===== src/rtl/perm_route_ctrl.sv =====
// perm_route_ctrl: walks the 3x3 crossbar through its permutations and captures each routed result.
// Define PERM_MANUAL_SEL_EN to honour mode/sel_in for a single manual route per run.
module perm_route_ctrl #(
   parameter int DW       = 8,
   parameter int NUM_PERM = 6
) (
   input  logic          clk,
   input  logic          rst,
   input  logic          start,
   input  logic          mode,
   input  logic [5:0]    sel_in,
   input  logic [DW-1:0] mux_out0,
   input  logic [DW-1:0] mux_out1,
   input  logic [DW-1:0] mux_out2,
   input  logic          mux_valid,
   input  logic          out_ready,
   output logic [5:0]    select,
   output logic          busy,
   output logic          res_valid,
   output logic [DW-1:0] res0,
   output logic [DW-1:0] res1,
   output logic [DW-1:0] res2,
   output logic [2:0]    res_idx,
   output logic          res_bad,
   output logic          err,
   output logic          done
);
   typedef enum logic [1:0] {IDLE, DRIVE, HOLD} state_t;
   localparam logic [2:0] LAST = 3'(NUM_PERM - 1);
   localparam logic [5:0] PARK = 6'h3F;
   if (NUM_PERM < 1 || NUM_PERM > 6) begin : g_bad_num_perm
      $error("perm_route_ctrl: NUM_PERM must be in 1..6");
   end
   function automatic logic [5:0] perm(input logic [2:0] i);
      return i == 3'd0 ? 6'h24 :
             i == 3'd1 ? 6'h18 :
             i == 3'd2 ? 6'h21 :
             i == 3'd3 ? 6'h09 :
             i == 3'd4 ? 6'h12 : 6'h06;
   endfunction
   logic man_sel;
`ifdef PERM_MANUAL_SEL_EN
   assign man_sel = mode;
`else
   logic unused_mode;
   assign man_sel     = 1'b0;
   assign unused_mode = mode;
`endif
   state_t          state, state_n;
   logic [2:0]      idx, idx_n, res_idx_n;
   logic            man, man_n;
   logic [5:0]      select_n;
   logic            res_valid_n, res_bad_n, err_n, done_n;
   logic [DW-1:0]   res0_n, res1_n, res2_n;
   assign busy = state != IDLE;
   always_ff @(posedge clk) begin
      if (rst) begin
         state     <= IDLE;
         select    <= PARK;
         idx       <= '0;
         man       <= 1'b0;
         res_valid <= 1'b0;
         res0      <= '0;
         res1      <= '0;
         res2      <= '0;
         res_idx   <= '0;
         res_bad   <= 1'b0;
         err       <= 1'b0;
         done      <= 1'b0;
      end else begin
         state     <= state_n;
         select    <= select_n;
         idx       <= idx_n;
         man       <= man_n;
         res_valid <= res_valid_n;
         res0      <= res0_n;
         res1      <= res1_n;
         res2      <= res2_n;
         res_idx   <= res_idx_n;
         res_bad   <= res_bad_n;
         err       <= err_n;
         done      <= done_n;
      end
   end
   always_comb begin
      state_n     = state;
      select_n    = select;
      idx_n       = idx;
      man_n       = man;
      res_valid_n = res_valid;
      res0_n      = res0;
      res1_n      = res1;
      res2_n      = res2;
      res_idx_n   = res_idx;
      res_bad_n   = res_bad;
      err_n       = err;
      done_n      = 1'b0;
      case (state)
         IDLE: begin
            select_n = PARK;
            // done is high in the cycle right after a run ends; a start seen then is dropped
            if (start && !done) begin
               err_n    = 1'b0;
               idx_n    = '0;
               man_n    = man_sel;
               select_n = man_sel ? sel_in : perm(3'd0);
               state_n  = DRIVE;
            end
         end
         DRIVE: begin
            res0_n      = mux_out0;
            res1_n      = mux_out1;
            res2_n      = mux_out2;
            res_bad_n   = !mux_valid;
            err_n       = err | !mux_valid;
            res_valid_n = 1'b1;
            res_idx_n   = idx;
            state_n     = HOLD;
         end
         HOLD: begin
            if (res_valid && out_ready) begin
               res_valid_n = 1'b0;
               if (idx == LAST || man) begin
                  select_n = PARK;
                  done_n   = 1'b1;
                  state_n  = IDLE;
               end else begin
                  idx_n    = idx + 3'd1;
                  select_n = perm(idx + 3'd1);
                  state_n  = DRIVE;
               end
            end
         end
         default: state_n = IDLE;
      endcase
   end
endmodule


===== config.mk =====
export PLATFORM = sky130hd
export DESIGN_NAME = perm_route_ctrl
export DESIGN_NICKNAME = d
export VERILOG_FILES = /design/src/rtl/perm_route_ctrl.sv
export SDC_FILE = /design/constraint.sdc
export NUM_CORES = 1
export LEC_CHECK = 0
export CORE_AREA = 2 2 74 69
export CTS_BUF_LIST = sky130_fd_sc_hd__clkbuf_4 sky130_fd_sc_hd__clkbuf_8
export DETAILED_ROUTE_END_ITERATION = 10
export DIE_AREA = 0 0 76 71
export PLACE_DENSITY = 0.85
export SYNTH_ARGS = -nofsm -noshare
export SYNTH_HDL_FRONTEND = slang
export SYNTH_SLANG_ARGS = --single-unit

===== constraint.sdc =====
create_clock -name clk -period 1.73 [get_ports clk]
set_clock_uncertainty 0.1 [all_clocks]
set_input_delay 0.173 -clock clk [delete_from_list [all_inputs] [get_ports clk]]
set_output_delay 0.173 -clock clk [all_outputs]
set_load 0.02 [all_outputs]

=== After elaboration in Yosys (flattened, before gate mapping) ===
Cells that the tools add are included.

* Register bits: 42
* Logic and storage cells: 63

* Add/sub/neg operators: 1
* Equality and inequality tests: 10
* Multiplexer cells: 22
* Bitwise logic cells: 3
* Reduce and logical (&&, ||, !) cells: 16

{| class="wikitable"
|+ Operators by type and width
! operator !! count
|-
| 6-bit two-way mux || 5
|-
| 5-bit two-way mux || 3
|-
| 6-bit case mux with 2 select lines || 1
|-
| 3-bit two-way mux || 3
|-
| 2-bit AND reduction || 4
|-
| 2-bit nonzero test || 4
|-
| 3-bit by 2-bit equality test with 1-bit output, second input constant || 2
|-
| 3-bit equality test, second input constant || 2
|-
| 2-bit != test, second input constant || 3
|-
| 2-bit case mux with 3 select lines || 1
|-
| 3-bit case mux with 2 select lines || 1
|-
| 1-bit two-way mux || 4
|-
| 2-bit two-way mux || 2
|-
| 1-bit case mux with 2 select lines || 2
|-
| 4-bit AND reduction || 1
|-
| 3-bit by 1-bit adder with 3-bit output, second input constant || 1
|-
| 3-bit by 1-bit equality test with 1-bit output, second input constant || 1
|-
| 3-bit logical NOT || 1
|-
| 3-bit OR reduction || 1
|-
| 2-bit by 1-bit equality test with 1-bit output, second input constant || 1
|-
| 2-bit equality test, second input constant || 1
|-
| 1-bit logical AND || 2
|-
| 1-bit logical NOT || 2
|-
| 2-bit logical NOT || 1
|-
| other kinds (2) || 3
|}

=== Depth between registers and ports, before layout ===
Gate-level depths: netlist of the first run.

* Depth after elaboration: 10
* Depth in mapped cells: 7
* Mapped depth without buffers: 6

=== Least setup slack after synthesis of the first run ===
OpenSTA, ideal clock, no wires.

* Kind: reg2reg
* From: register idx[0]
* To: register select[2]
* Library setup time: 132 ps
* Arrival: 1618 ps
* Required time: 1498 ps
* Slack: -119 ps
* Cell stages (with the launch flop): 7
* Buffers on the path: 1
* Path through: dfxtp_1 -> ha_1 -> ha_1 -> clkbuf_1 -> nor4_1 -> a2111oi_0 -> a31oi_1

* Word-level cells in the longest chain between the ends: 10
* Elaborated cells between the ends (all ways): 15
* Those cells by class: add/sub: 1; eq/ne: 5; mux: 8; reduce/logical: 1

{| class="wikitable"
|+ Ends and longest elaborated chain
! item !! RTL line !! RTL
|-
| start, declared || 50 || <nowiki>logic [2:0] idx, idx_n, res_idx_n;</nowiki>
|-
| start signal, assigned || 73 || <nowiki>idx <= idx_n;</nowiki>
|-
| 3-bit by 1-bit adder with 3-bit output || 129 || <nowiki>select_n = perm(idx + 3'd1);</nowiki>
|-
| 3-bit equality test || 39 || <nowiki>i == 3'd4 ? 6'h12 : 6'h06;</nowiki>
|-
| 5-bit two-way mux || 39 ||
|-
| 5-bit two-way mux || 38 || <nowiki>i == 3'd3 ? 6'h09 :</nowiki>
|-
| 6-bit two-way mux || 37 || <nowiki>i == 3'd2 ? 6'h21 :</nowiki>
|-
| 6-bit two-way mux || 36 || <nowiki>i == 3'd1 ? 6'h18 :</nowiki>
|-
| 6-bit two-way mux || 35 || <nowiki>return i == 3'd0 ? 6'h24 :</nowiki>
|-
| 6-bit two-way mux (*) || 123 || <nowiki>if (idx == LAST || man) begin</nowiki>
|-
| 6-bit two-way mux (*) || 121 || <nowiki>if (res_valid && out_ready) begin</nowiki>
|-
| 6-bit case mux with 2 select lines (*) || 98 || <nowiki>case (state)</nowiki>
|-
| end signal, assigned || 72 || <nowiki>select <= select_n;</nowiki>
|-
| end, declared || 17 || <nowiki>output logic [5:0] select,</nowiki>
|}

Mark *: on every way between the ends. The rest lies on a longest branch, timed or not. The select of a mux whose other input is x is not followed.
A chain may end at the register's enable or synchronous reset.

=== Final worst setup path of the first run ===
* From: register idx[1]
* To: register select[4]

Same word-level chain as after synthesis.

==> results of run 1 <==
[path summary, 6_finish.rpt]
| check | cells past startpoint | from | slack (ns) | end |
|---|---|---|---|---|
| min | 3 | mux_out2[0] | 0.32 | res2[0] |
| min reg2reg | 2 | res2[0] | 0.36 | res2[0] |
| max | 7 | idx[1] | 0.05 | select[4] |
| max reg2reg | 7 | idx[1] | 0.05 | select[4] |
[critical path, cell delays in order, from the launching register on]
cell	delay, ns
dfxtp_2	0.33
buf_4	0.14
ha_4	0.16
ha_4	0.30
nor2_1	0.05
nand2_1	0.06
nand3_1	0.10
a221o_1	0.31
[stage by stage]
step | hold slack (ns) | utilization, % | std cells | cell area [sq um] | setup WS (ns)
2_1_floorplan | 0.1687 | - | 206 | 1724 | 0.004961
3_3_place_gp | 0.3407 | 54.41 | 340 | 2532 | -0.09011
3_5_place_dp | 0.3457 | 54.41 | 340 | 2532 | -0.1432
4_1_cts | 0.3159 | 57.39 | 351 | 2671 | 0.00004841
5_1_grt | 0.3229 | 58.04 | 352 | 2701 | -0.001845
6_report | 0.3226 | 58.04 | 352 | 2701 | 0.05205
[layout by cell type (no fill, tap or decap), types with 3 or more instances in the layout]
| master | instances |
|---|---|
| ha_4 | 3 |
| nand2b_1 | 4 |
| a221o_1 | 3 |
| inv_1 | 3 |
| dfxtp_1 | 38 |
| a211oi_1 | 3 |
| a21oi_1 | 30 |
| dfxtp_2 | 4 |
| ha_1 | 3 |
| nor3_1 | 4 |
| clkdlybuf4s50_1 | 65 |
| clkbuf_8 | 5 |
| nand2_1 | 57 |
| buf_4 | 22 |
| nor2_1 | 12 |
[cells in the mapped netlist, drive strengths merged (2+ instances only)]
| cell type | instances | area (sq um) |
|---|---|---|
| nand2b | 4 | 25.02 |
| nor3 | 4 | 20.02 |
| inv | 4 | 15.01 |
| nor2 | 14 | 52.55 |
| ha | 6 | 75.07 |
| dfxtp | 42 | 840.8 |
| o21ai | 3 | 15.01 |
| clkbuf | 9 | 33.78 |
| buf | 6 | 36.28 |
| a2111oi | 2 | 36.29 |
| mux2i | 2 | 20.02 |
| a211oi | 3 | 22.52 |
| a21oi | 31 | 158.9 |
| a221o | 3 | 30.03 |
| nand2 | 57 | 214.0 |
| nor2b | 3 | 18.77 |
[power breakdown]
part	switching (mW)	internal, mW	total, mW	leakage, nW
logic	0.382	0.368	0.750	0.615
registers	0.0661	1.06	1.13	0.345
clock network	0.331	0.300	0.631	0.0486
[state kept, by name, summed over array words and instances, names as in the netlist]
| register | count |
|---|---|
| res_bad | 1 |
| idx | 3 |
| res1 | 8 |
| res2 | 8 |
| done | 1 |
| state | 2 |
| err | 1 |
| select | 6 |
| res_valid | 1 |
| res0 | 8 |
| res_idx | 3 |
[layout make-up]
class	count	area share [%]
clock buffers	6	2.825
clock inverters	2	0.5095
inverters	4	0.5558
multi-input cells	145	31.13
flip-flops and latches	42	31.31
well taps	65	3.011
repair buffers	88	30.66
[layer usage]
layer  GRT usage, %  vias to the layer above
li1               -                      845
met1          20.24                      773
met2          28.37                       51
met3          5.230                        0
met4          3.030                        0
met5              0                        -
[kinds of logic after synthesis]
group	count (synthesis)	synth area share [%]
AND/OR/NAND/NOR	88	21.60
AO/OA/AOI/OAI	48	18.18
flip-flops	42	48.87
buffers and inverters	19	4.945
adder cells (fa/ha/maj)	6	4.364
multiplexers	3	2.036
[what timing repair did]
item / CTS / global route
gates resized for setup: 11 / 3
cloned: 0 / 0
endpoints found under the setup margin: 6 / 7
setup buffers: 3 / 1
pin swaps: 4 / 3
==> flow_summary.ini, run 1 <==
[outcome]
status = completed

[timing]
relSlewSlack_pct = 74.31
setup_viol = 0
max_freq_ghz = 0.5960
hold_viol = 0
post-route-min-period_ns = 1.678
tns_ns = 0
finalCritPeriodShare_pct = 96.99
tightestPinTransition_ns = 0.3825
slew_violations = 0

[critical_path]
critPathRequiredTime_ns = 1.81
cp-end-kind = flip-flop
crit_path_start_kind = flip-flop
worstPathArrival_ns = 1.76
criticalPathCategory = reg -> reg
crit_fanout = 9

[cts]
cts_buffers = 5
cts_hold_buf = 0
htree_levels = 2
clk_latency_ns = 0.29
cts_tree = yes
cts.reportedPaths.clkPinSlew_ns = 0.08
cts_buffer_depth = 2
root_buffer = clkbuf_8
cts.sinks = 42

[final_layout]
multi_input_area_sq_um = 840.8
antenna_cells = 0
area_growth_pct = 57.02
drive_gt1_share_pct = 16.03
seq_area_sq_um = 845.8
n_fill_cell = 405
nNetsFinal = 328

[routing]
wl_per_cell_um = 12.87
totalWireLength_um = 4530
met1Wirelength_um = 2014
wl_met3_um = 260
antenna_left = 0
drt_iter0_markers = 75
viasPerCell = 4.741
dr_wl_met2_um = 2255
vias = 1669
first_pass_iters = 6
routed.top_layer = met3
drc = 0

[placed_design]
hpwl_um = 3104
finalWeightedCongestion = 0.7799
io_buffers = 66

[power_and_ir_drop]
ir_drop_uv = 443.3
p_leak_nw = 1.009
power_density_nw_per_um2 = 929.4
power.total_mw = 2.511

[global_route]
grt.total_usage_pct = 16.32
grt_pass1_vias = 1533
gr-total-overflow = 0
antenna_found_initial = 0
grt_max_degree = 24
grt_first_pass_wirelength_um = 7217

[floorplan]
die_h_um = 71
core_area_sq_um = 4654
ios = 74
fp.dieW_um = 76
initial_core_util_pct = 36.96
fp.dieArea_sq_um = 5396
rows = 24

[logic_synthesis]
ys_seq_area_share_pct = 48.87
syn_nets = 248
syn-cell-area_sq_um = 1720
synth_edf_count = 0
ys_warn_count = 0
postSynthCellCount = 206
async_flop_share_pct = 0
synth_flop_cell = dfxtp_1
synthDistinctLibCells = 33
synth_seq_cells = 42
synth.avg_cell_area_sq_um = 8.351

[worst_hold_path]
hold_path_class = in -> reg

[job]
drv_cap = 0
Note: power is estimated with default switching activity, not from simulation.
==> run 2: changes to the inputs <==
- CTS_CLUSTER_DIAMETER: unset -> 80
- SKIP_LAST_GASP: unset -> 1
==> run 2 against run 1 <==
Against the previous run:
- hold slack improved by 0.0012 ns
- flip-flop and latch count unchanged
- clock power about the same
- core utilization decreased by 0.21 points
- combinational power about the same
- global-route usage unchanged
- worst setup slack got worse by 0.035 ns
- power decreased by 0.15%
- sequential power about the same
- via count decreased by 0.42%
- fmax decreased by 2.0%
- routed wire length decreased by 1.8%
- critical path type unchanged
==> flow_summary.ini, run 2 (synthesis gave the netlist of run 1 again) <==
[job]
drv_cap = 0

[timing]
setup_viol = 0
finalCritPeriodShare_pct = 98.99
rsz0062_at_grt = true
post-route-min-period_ns = 1.712
relSlewSlack_pct = 74.69
hold_viol = 0
slew_violations = 0
max_freq_ghz = 0.5839
tightestPinTransition_ns = 0.3768

[floorplan]
initial_core_util_pct = 36.96
ios = 74
die_h_um = 71
fp.dieArea_sq_um = 5396
rows = 24
core_area_sq_um = 4654
fp.dieW_um = 76

[critical_path]
criticalPathCategory = reg -> reg
rr_endpoint = select[4]
crit_path_start_kind = flip-flop
worstSetupStartpoint = idx[1]
crit_end = select[4]
critPathRequiredTime_ns = 1.81
cp-end-kind = flip-flop
crit_fanout = 9
r2r_cells = 7
reg2reg_from = idx[1]
reg2reg_slack_ns = 0.02
worstPathArrival_ns = 1.79

[global_route]
grt.total_usage_pct = 16.32
grt_pass1_vias = 1533
grt_first_pass_wirelength_um = 7217
antenna_found_initial = 0
gr-total-overflow = 0
grt_max_degree = 24

[routing]
first_pass_iters = 6
totalWireLength_um = 4448
wl_per_cell_um = 12.64
wl_met3_um = 263
viasPerCell = 4.722
vias = 1662
met1Wirelength_um = 1966
routed.top_layer = met3
drt_iter0_markers = 66
antenna_left = 0
drc = 0
dr_wl_met2_um = 2217

[cts]
cts.reportedPaths.clkPinSlew_ns = 0.08
cts_buffers = 5
cts.sinks = 42
cts_tree = yes
root_buffer = clkbuf_8
cts_buffer_depth = 2
clk_latency_ns = 0.29
htree_levels = 2

[final_layout]
nNetsFinal = 328
reg.largest.list = res0: 8 flops, res1: 8 flops, res2: 8 flops
n_fill_cell = 406
drive_gt1_share_pct = 16.03
final_common_cell = clkdlybuf4s50_1
layout.cells.non_filler = 352
final_area_sq_um = 2691
final_cell_mix = clkdlybuf4s50_1, nand2_1, dfxtp_1
area_growth_pct = 56.44
antenna_cells = 0

[placed_design]
finalWeightedCongestion = 0.7799
io_buffers = 66
hpwl_um = 3104
place_area_sq_um = 2532
placed_cells = 340

[power_and_ir_drop]
p_leak_nw = 1.009
power_density_nw_per_um2 = 931.5
ir_drop_uv = 425.9
power.total_mw = 2.507

[worst_hold_path]
hold_path_class = in -> reg
hp-start = mux_out2[0]

[outcome]
status = completed
## run 2: changes by cell type in the layout (fill, tap and decap cells not counted)
cell,previous run,this run
ha_4,3,2
ha_2,0,1
## run 2: power by group
group / total [mW] / internal (mW) / switching (mW)
combinational: 0.748 / 0.368 / 0.380
clock: 0.632 / 0.300 / 0.331
sequential: 1.13 / 1.06 / 0.0645
total: 2.51 / 1.73 / 0.776
## run 2: what timing repair did
item / 4_1_cts / 5_1_grt
buffers inserted: 3 / 1
setup endpoints to repair: 6 / 7
pin swaps: 4 / 1
resized for setup: 11 / 2
hold buffers: 0 / 0
## run 2: routing by layer
layer  GRT usage (%)  vias to the layer above
met5               0                        -
met4           3.030                        0
met3           5.230                        0
met2           28.37                       50
met1           20.24                      767
li1                -                      845
## run 2: how the worst min path moves through the flow
| stage | end | cells after the start |
|---|---|---|
| 3_5_place_dp | res0[4] | 2 |
| 2_1_floorplan | res_bad | 1 |
| 3_3_place_gp | res2[1] | 2 |
| 5_1_grt | res2[0] | 3 |
| 6_report | res2[0] | 3 |
| 4_1_cts | res2[7] | 3 |
## run 2: final cells by class
class                      count  area, sq um  area share, %
clock buffer                   6        76.32          2.836
clock inverter                 2        13.76         0.5114
inverter                       4        15.01         0.5579
multi-input combinational    145        830.8          30.87
sequential                    42        845.8          31.43
tap                           65        81.33          3.022
timing repair buffer          88        828.3          30.78
## run 2: through the flow
| step | setup slack, ns | utilization [%] | hold WS (ns) | TNS (ns) |
|---|---|---|---|---|
| 4_1_cts | 0.00004841 | 57.39 | 0.3159 | 0 |
| 5_1_grt | -0.02862 | 57.82 | 0.3229 | -0.02922 |
| 6_report | 0.01752 | 57.82 | 0.3238 | 0 |
| 3_3_place_gp | -0.09011 | 54.41 | 0.3407 | -0.3575 |
| 3_5_place_dp | -0.1432 | 54.41 | 0.3457 | -0.5712 |
| 2_1_floorplan | 0.004961 | - | 0.1687 | 0 |
## run 2: critical path: stages (launching register included)
cell and delay, ns:
dfxtp_2 0.33, buf_4 0.13, ha_2 0.19, ha_4 0.31
nor2_1 0.05, nand2_1 0.06, nand3_1 0.09, a221o_1 0.33
==> run 3: changes to the inputs <==
- RECOVER_POWER: unset -> 50
- SLEW_MARGIN: unset -> 10
==> run 3 against run 2 <==
Against the previous run:
- non-clock buffer count unchanged
- power decreased by 1.2%
- register-to-register slack about the same
- critical path depth unchanged
- critical path type unchanged
- largest cell class unchanged
==> flow_summary.ini, run 3 (synthesis gave the netlist of run 1 again) <==
[cts]
cts.sinks = 42
cts_tree = yes
cts_buffer_depth = 2
cts_buffers = 5
cts_hold_buf = 0
root_buffer = clkbuf_8
htree_levels = 2
cts.reportedPaths.clkPinSlew_ns = 0.08
clk_latency_ns = 0.29

[floorplan]
ios = 74
core_area_sq_um = 4654
fp.dieW_um = 76
die_h_um = 71
rows = 24
fp.dieArea_sq_um = 5396
initial_core_util_pct = 36.96

[critical_path]
critPathRequiredTime_ns = 1.81
cp_slowest_cell = a221o_1
crit_fanout = 9
cp_top_family = adder cells
path_cells = buf_4 > ha_2 > ha_4 > nor2_1 > nand2_1 > nand3_1 > a221o_1
cp-end-kind = flip-flop
crit_path_start_kind = flip-flop
cp_num_buf_inv = 1
criticalPathCategory = reg -> reg
cpPeakStageDelay_ns = 0.34
worstPathArrival_ns = 1.79

[routing]
drc = 0
first_pass_iters = 4
vias = 1662
antenna_left = 0
drt_iter0_markers = 66
wl_per_cell_um = 12.53
totalWireLength_um = 4411
viasPerCell = 4.722

[placed_design]
finalWeightedCongestion = 0.7799
io_buffers = 66
hpwl_um = 3104

[timing]
tns_ns = 0
whs_ns = 0.3240
post-route-min-period_ns = 1.712
setup_viol = 0
hold_viol = 0
tightestPinTransition_ns = 0.3988
finalCritPeriodShare_pct = 98.95
slew_violations = 0
rsz0062_at_grt = true
relSlewSlack_pct = 73.41
max_freq_ghz = 0.5842

[power_and_ir_drop]
power_density_nw_per_um2 = 924.8
power.total_mw = 2.476
p_leak_nw = 1.038
ir_drop_uv = 424.9

[global_route]
gr-total-overflow = 0
grt.total_usage_pct = 16.32
grt_first_pass_wirelength_um = 7217
grt_max_degree = 24
antenna_found_initial = 0
grt_pass1_vias = 1533

[final_layout]
reg.largest.list = res0: 8 flops, res1: 8 flops, res2: 8 flops
final_cell_mix = nand2_1, clkdlybuf4s50_1, dfxtp_1
nNetsFinal = 328
antenna_cells = 0
final_common_cell = nand2_1
drive_gt1_share_pct = 14.98
area_growth_pct = 55.64

[job]
drv_cap = 0

[worst_hold_path]
hold_path_class = in -> reg

[outcome]
status = completed
run 3: layout make-up:
class / count / area (sq um)
Fill cell: 409 / 1977
Clock inverter: 2 / 13.76
Multi-Input combinational cell: 145 / 825.8
Sequential cell: 42 / 845.8
Tap cell: 65 / 81.33
Inverter: 4 / 15.01
Timing Repair Buffer: 88 / 819.5
Clock buffer: 6 / 76.32
run 3: per-stage QoR:
| stage | cells | setup slack (ns) | utilization [%] | instance area (sq um) |
|---|---|---|---|---|
| floorplan | 206 | 0.004961 | - | 1724 |
| global placement | 340 | -0.09011 | 54.41 | 2532 |
| detailed placement | 340 | -0.1432 | 54.41 | 2532 |
| CTS | 351 | 0.00004841 | 57.39 | 2671 |
| global route | 352 | -0.02862 | 57.53 | 2678 |
| finish | 352 | 0.01823 | 57.53 | 2678 |
run 3: report_power, final:
group | leakage (nW) | internal (mW) | switching [mW] | total [mW]
combinational | 0.645 | 0.345 | 0.379 | 0.724
sequential | 0.345 | 1.06 | 0.0612 | 1.12
clock | 0.0486 | 0.300 | 0.328 | 0.629
total | 1.04 | 1.71 | 0.768 | 2.48
run 3: tightest hold or removal path, stage by stage:
cell             delay [ns]
clkdlybuf4s50_1        0.40
nand2_1                0.05
a21oi_1                0.05
run 3: timing repair:
action / CTS / global route
setup buffers: 3 / 1
pin swaps: 4 / 1
endpoints found under the setup margin: 6 / 7
resized for setup: 11 / 2
run 3: worst paths after layout:
| path | to | cells past startpoint | slack (ns) | start |
|---|---|---|---|---|
| worst max-delay path | select[4] | 7 | 0.02 | idx[1] |
| worst min-delay path | res2[0] | 3 | 0.32 | mux_out2[0] |
| worst max register to register | select[4] | 7 | 0.02 | idx[1] |
| worst min register to register | res2[4] | 2 | 0.35 | res2[4] |
run 3: per-layer routing:
| metal | global-route usage, % | routed length (um) |
|---|---|---|
| met1 | 20.24 | 1931 |
| met2 | 28.37 | 2221 |
| met3 | 5.230 | 258 |
| met4 | 3.030 | 0 |
| met5 | 0 | 0 |
